[config.mk]
export PLATFORM = sky130hd
export DESIGN_NAME = shared_adder_scheduler
export DESIGN_NICKNAME = d
export VERILOG_FILES = /design/src/rtl/shared_adder_scheduler.sv
export SDC_FILE = /design/constraint.sdc
export NUM_CORES = 1
export LEC_CHECK = 0
export CORE_MARGIN = 2
export CORE_UTILIZATION = 43
export DETAILED_ROUTE_END_ITERATION = 8
export GPL_TIMING_DRIVEN = 0
export PLACE_DENSITY = 0.78
export SYNTH_ARGS = -nofsm -noshare
export SYNTH_HDL_FRONTEND = slang
export SYNTH_HIERARCHICAL = 1
export SYNTH_SLANG_ARGS = --single-unit
[constraint.sdc]
create_clock -name clk -period 7.12 [get_ports clk]
set_input_delay 0.712 -clock clk [delete_from_list [all_inputs] [get_ports clk]]
set_output_delay 0.712 -clock clk [all_outputs]
set_load 0.05 [all_outputs]
[src/rtl/shared_adder_scheduler.sv]
// shared_adder_scheduler: two requesters share one 16-bit ripple-carry adder.
// Each operation adds WORDS 16-bit slices serially, one slice per cycle.
//
// Ports:
//   clk, rst                    clock, async active-high reset
//   req0_* / req1_*             valid/ready request channels (a, b, cin)
//   resp_valid / resp_ready     response handshake
//   resp_sum, resp_cout         {cout, sum} = a + b + cin
//   resp_id                     requester that issued the result
//   busy                        controller not idle
//
// ripple_carry_16bit is the shared 16-bit adder datapath.

module ripple_carry_16bit (
    input  logic [15:0] a,
    input  logic [15:0] b,
    input  logic        c_in,
    output logic [15:0] sum,
    output logic        c_out
);

    always_comb begin
        logic carry;
        carry = c_in;
        sum   = '0;
        for (int i = 0; i < 16; i++) begin
            sum[i] = a[i] ^ b[i] ^ carry;
            carry  = (a[i] & b[i]) | (carry & (a[i] ^ b[i]));
        end
        c_out = carry;
    end

endmodule

module shared_adder_scheduler #(
    parameter int WORDS = 4
) (
    input  logic                clk,
    input  logic                rst,
    input  logic                req0_valid,
    output logic                req0_ready,
    input  logic [16*WORDS-1:0] req0_a,
    input  logic [16*WORDS-1:0] req0_b,
    input  logic                req0_cin,
    input  logic                req1_valid,
    output logic                req1_ready,
    input  logic [16*WORDS-1:0] req1_a,
    input  logic [16*WORDS-1:0] req1_b,
    input  logic                req1_cin,
    output logic                resp_valid,
    input  logic                resp_ready,
    output logic [16*WORDS-1:0] resp_sum,
    output logic                resp_cout,
    output logic                resp_id,
    output logic                busy
);

    localparam int N  = 16 * WORDS;
    localparam int CW = (WORDS > 1) ? $clog2(WORDS) : 1;
    localparam logic [CW-1:0] LAST = CW'(WORDS - 1);

    typedef enum logic [1:0] {
        IDLE,
        RUN,
        DONE
    } state_t;

    state_t        state;
    logic          ptr;
    logic [N-1:0]  a_q;
    logic [N-1:0]  b_q;
    logic          id_q;
    logic          carry_q;
    logic [CW-1:0] cnt_q;
    logic [N-1:0]  sum_q;
    logic          cout_q;

    logic [1:0]    grant;
    logic          accept;
    logic [15:0]   slice_a;
    logic [15:0]   slice_b;
    logic [15:0]   slice_sum;
    logic          slice_cout;

    // ptr=0 prefers req0 when both are valid, ptr=1 prefers req1.
    assign grant[0] = req0_valid & (~req1_valid | ~ptr);
    assign grant[1] = req1_valid & (~req0_valid | ptr);

    assign req0_ready = (state == IDLE) & grant[0];
    assign req1_ready = (state == IDLE) & grant[1];
    assign accept     = req0_ready | req1_ready;

    assign resp_valid = (state == DONE);
    assign busy       = (state != IDLE);
    assign resp_sum   = sum_q;
    assign resp_cout  = cout_q;
    assign resp_id    = id_q;

    // Select operand slice k = cnt_q for the shared adder.
    always_comb begin
        slice_a = '0;
        slice_b = '0;
        for (int k = 0; k < WORDS; k++) begin
            if (cnt_q == CW'(k)) begin
                slice_a = a_q[16*k +: 16];
                slice_b = b_q[16*k +: 16];
            end
        end
    end

    ripple_carry_16bit u_adder (
        .a     (slice_a),
        .b     (slice_b),
        .c_in  (carry_q),
        .sum   (slice_sum),
        .c_out (slice_cout)
    );

    always_ff @(posedge clk or posedge rst) begin
        if (rst) begin
            state   <= IDLE;
            ptr     <= 1'b0;
            a_q     <= '0;
            b_q     <= '0;
            id_q    <= 1'b0;
            carry_q <= 1'b0;
            cnt_q   <= '0;
            sum_q   <= '0;
            cout_q  <= 1'b0;
        end else begin
            unique case (state)
                IDLE: begin
                    if (accept) begin
                        a_q     <= req1_ready ? req1_a : req0_a;
                        b_q     <= req1_ready ? req1_b : req0_b;
                        carry_q <= req1_ready ? req1_cin : req0_cin;
                        id_q    <= req1_ready;
                        // Next time both are valid, favour the other one.
                        ptr     <= req0_ready;
                        cnt_q   <= '0;
                        state   <= RUN;
                    end
                end
                RUN: begin
                    for (int k = 0; k < WORDS; k++) begin
                        if (cnt_q == CW'(k)) begin
                            sum_q[16*k +: 16] <= slice_sum;
                        end
                    end
                    carry_q <= slice_cout;
                    cnt_q   <= cnt_q + CW'(1);
                    if (cnt_q == LAST) begin
                        cout_q <= slice_cout;
                        state  <= DONE;
                    end
                end
                DONE: begin
                    if (resp_ready) begin
                        state <= IDLE;
                    end
                end
                default: state <= IDLE;
            endcase
        end
    end

endmodule

==> reports/metrics.csv <==
stage,metric,value,unit
run_status,outcome,finished with violations,
run_status,failing checks,negative setup slack,
synthesis,share of the synthesized area in the top cell type,46.81,%
timing,max-slew violations,0,
synthesis,mapped cell area,10690,sq um
global_routing,met2 Use GR,48.95,%
die,die height,161.7,microns
placement,DP HPWL,30330,microns
global_routing,first-pass GRT wire length,60600,microns
timing,final setup fails,6,
synthesis,Post-Syn Instances,1148,
cells_and_area,"leading cell type in the layout, fill and taps excluded",clkdlybuf4s50_1,
timing,Achievable Freq,133.3,MHz
synthesis,"Seq/Total Area, Yosys",46.81,%
synthesis,Post-Synth Adder-Cell Area,3.464,%
route,vias,10660,
die,I/O pin total,333,
route,DRC Markers,0,
cells_and_area,nets,1789,
die,Die Wd,161.7,microns
synthesis,largest family of logic cells by synthesized area,compound AO/OA/AOI/OAI gates,
critical_path,r2r setup slk,-0.38,ns
cells_and_area,Final Util,62.88,%
global_routing,GRT met3 Usage,4.954,%
placement,PortBufs,332,
critical_path,Worst Path Required,7.41,ns
route,Pre-Repair DR Iteration Count,6,
clocking,Root Buffer,clkbuf_16,
synthesis,mux contribution to synthesized area,6.845,%
critical_path,"Max stage delay cell, worst path",dfrtp_2,
cells_and_area,post-route cell area,15340,sq um
critical_path,maximum net fanout on the critical path,5,
timing,worst setup margin,-0.3831,ns
clocking,cts hold-fix bufs,0,
timing,fin crit period,7.503,ns
global_routing,vias in the first global route,10800,
power_and_ir_drop,VDD IR max,0.0003560,V
synthesis,Synth async-reset ratio,100.0,%
critical_path,Crit path max-delay family,adder cells,
timing,clk_skew,0.01293,ns
synthesis,XOR/XNOR share of the synthesized area,0,%
synthesis,Post-synth EDFFs,0,
global_routing,largest net degree at the start of global routing,135,
timing,Slew HR,26.44,%
power_and_ir_drop,Power per Cell Area,549.1,nW/um^2
cells_and_area,most frequent cells in the layout,"332 x clkdlybuf4s50_1, 199 x dfrtp_1, 169 x inv_1, 161 x o21ai_0, 129 x nand3_1",
critical_path,"most used cell, CP",fa_2,
cells_and_area,area grow syn2layout,43.44,%
die,Initial Util,43.84,%
global_routing,GRT busiest layer,met2,
die,core box area,24390,sq um
synthesis,simple-gate share of the synthesized area,8.156,%
critical_path,crit end category,register,
timing,crit share post-route,105.4,%
global_routing,GRT Residual Overflow,0,
placement,GPL Wtd Cong,0.9334,
clocking,CTS tree,built,
route,detailed-route wire length per cell,21.21,microns
route,drt initial violations,867,
timing,hold slack,0.5026,ns
timing,final hold vios,0,
synthesis,syn_area_per_cell,9.314,sq um
clocking,clk slew on worst S/H paths,0.08,ns
synthesis,fraction of the mapped netlist area in compound gates,24.19,%
placement,pre-CTS setup slack,-0.9636,ns
synthesis,#FFs+latches synth,200,
route,drt total wl,39080,microns
cells_and_area,ANT cells,0,
critical_path,critical path type,reg -> reg,
synthesis,Synth cell types,27,
synthesis,leading area contributor after synthesis,dfrtp_1,
critical_path,max incr delay on CP,0.45,ns
die,full die area,26140,sq um
job,MaxCap Viol Count,0,
clocking,insertion delay to the later sink of the worst-skew pair,0.44,ns
placement,placed cell areas,14540,sq um
timing,unrepaired setup endpoints after global routing,yes,
global_routing,initial antenna violation count,0,
clocking,Num Clock Sinks,200,
synthesis,Synth warnings,6,
global_routing,All-Layer GR Usage,30.08,%
critical_path,Critical Path AT,7.79,ns
cells_and_area,layout cell share with drive strength beyond 1,11.92,%
clocking,clk buf depth,2,
power_and_ir_drop,Static Leak,6.492,nW
route,DR vias/cell,5.783,
route,Final ANT Viol Nets,0,
die,Cell Rows,57,
synthesis,Synth area leaders,"dfrtp_1 47%, o311ai_1 9.2%, o21ai_0 7.6%",
synthesis,Post-synth top flop,dfrtp_1,
clocking,Num CTS Buffers,17,
critical_path,startpoint types,register,
critical_path,CP Buf/Inv Count,6,
clocking,H-tree lvl count,4,
global_routing,GR Util met1,40.94,%
timing,Slew @ Worst Pin,1.103,ns
synthesis,Mapped Nets,1431,
hold_path,Hold Path Class,reg -> reg,
tightest hold or removal path, stage by stage, from the launching register on:
cell and delay (ns):
dfrtp_1 0.34, nor2_1 0.05, nor2_1 0.07
cell usage after synthesis (2+ instances only):
cell / n
a21oi_1: 66
a22o_1: 33
buf_1: 12
buf_2: 28
clkbuf_1: 73
dfrtp_1: 200
fa_1: 16
ha_1: 4
inv_1: 176
mux2_2: 65
nand2_1: 33
nand2_2: 4
nand2b_1: 3
nand3_1: 129
nor2_1: 5
o21ai_0: 162
o21ai_1: 2
o311ai_0: 17
o311ai_1: 112
metrics by stage:
step | TNS, ns | instances | total power [W]
after floorplan | 0 | 1148 | 0.005298
after global placement | -300.38 | 1804 | 0.007056
after detailed placement | -5.531 | 1805 | 0.007222
after CTS | -1.717 | 1843 | 0.008367
after global routing | -3.299 | 1843 | 0.008916
final | -1.517 | 1843 | 0.008422
registers in the layout (all words and copies together), names as in the netlist:
register   cells
state          2
cnt_q          2
carry_q        1
a_q           64
resp_sum      64
resp_cout      1
resp_id        1
b_q           64
ptr            1
cell families after synthesis:
group,count (synthesis)
compound gates,394
simple gates,179
buf+inv,290
fa+ha+maj,20
mux,65
flops,200
layer usage:
layer	vias to the layer above	part of all wire, %
met5	-	0
met4	0	3.4
met3	83	7.4
met2	559	47
met1	5193	42
li1	4823	-
report_power, final:
group / internal [W] / switching, W
clock network: 0.000476 / 0.000509
registers: 0.00175 / 0.000404
logic: 0.00211 / 0.00317
path summary, 6_finish.rpt:
check,startpoint,end,depth (start not counted)
max,cnt_q[0],carry_q,28
min,resp_id,resp_id,2
max reg2reg,cnt_q[0],carry_q,28
min reg2reg,resp_id,resp_id,2
max in group asynchronous,rst,b_q[54],3
min in group asynchronous,rst,resp_sum[7],2
cell type report:
cell class | count | area, sq um
multi-input cells | 658 | 4687
flip-flops and latches | 200 | 5006
clock buffers | 17 | 425.4
well taps | 324 | 405.4
clock inverters | 15 | 177.7
plain buffers | 111 | 543.0
inverters | 176 | 668.1
fillers | 2048 | 9054
repair buffers | 342 | 3425
what timing repair did:
item	in CTS	in global routing
pin swaps	5	5
cloned	1	0
setup buffers	7	1
gates resized for setup	33	3
setup endpoints to repair	14	10
Note: power is estimated with default switching activity, not from simulation.
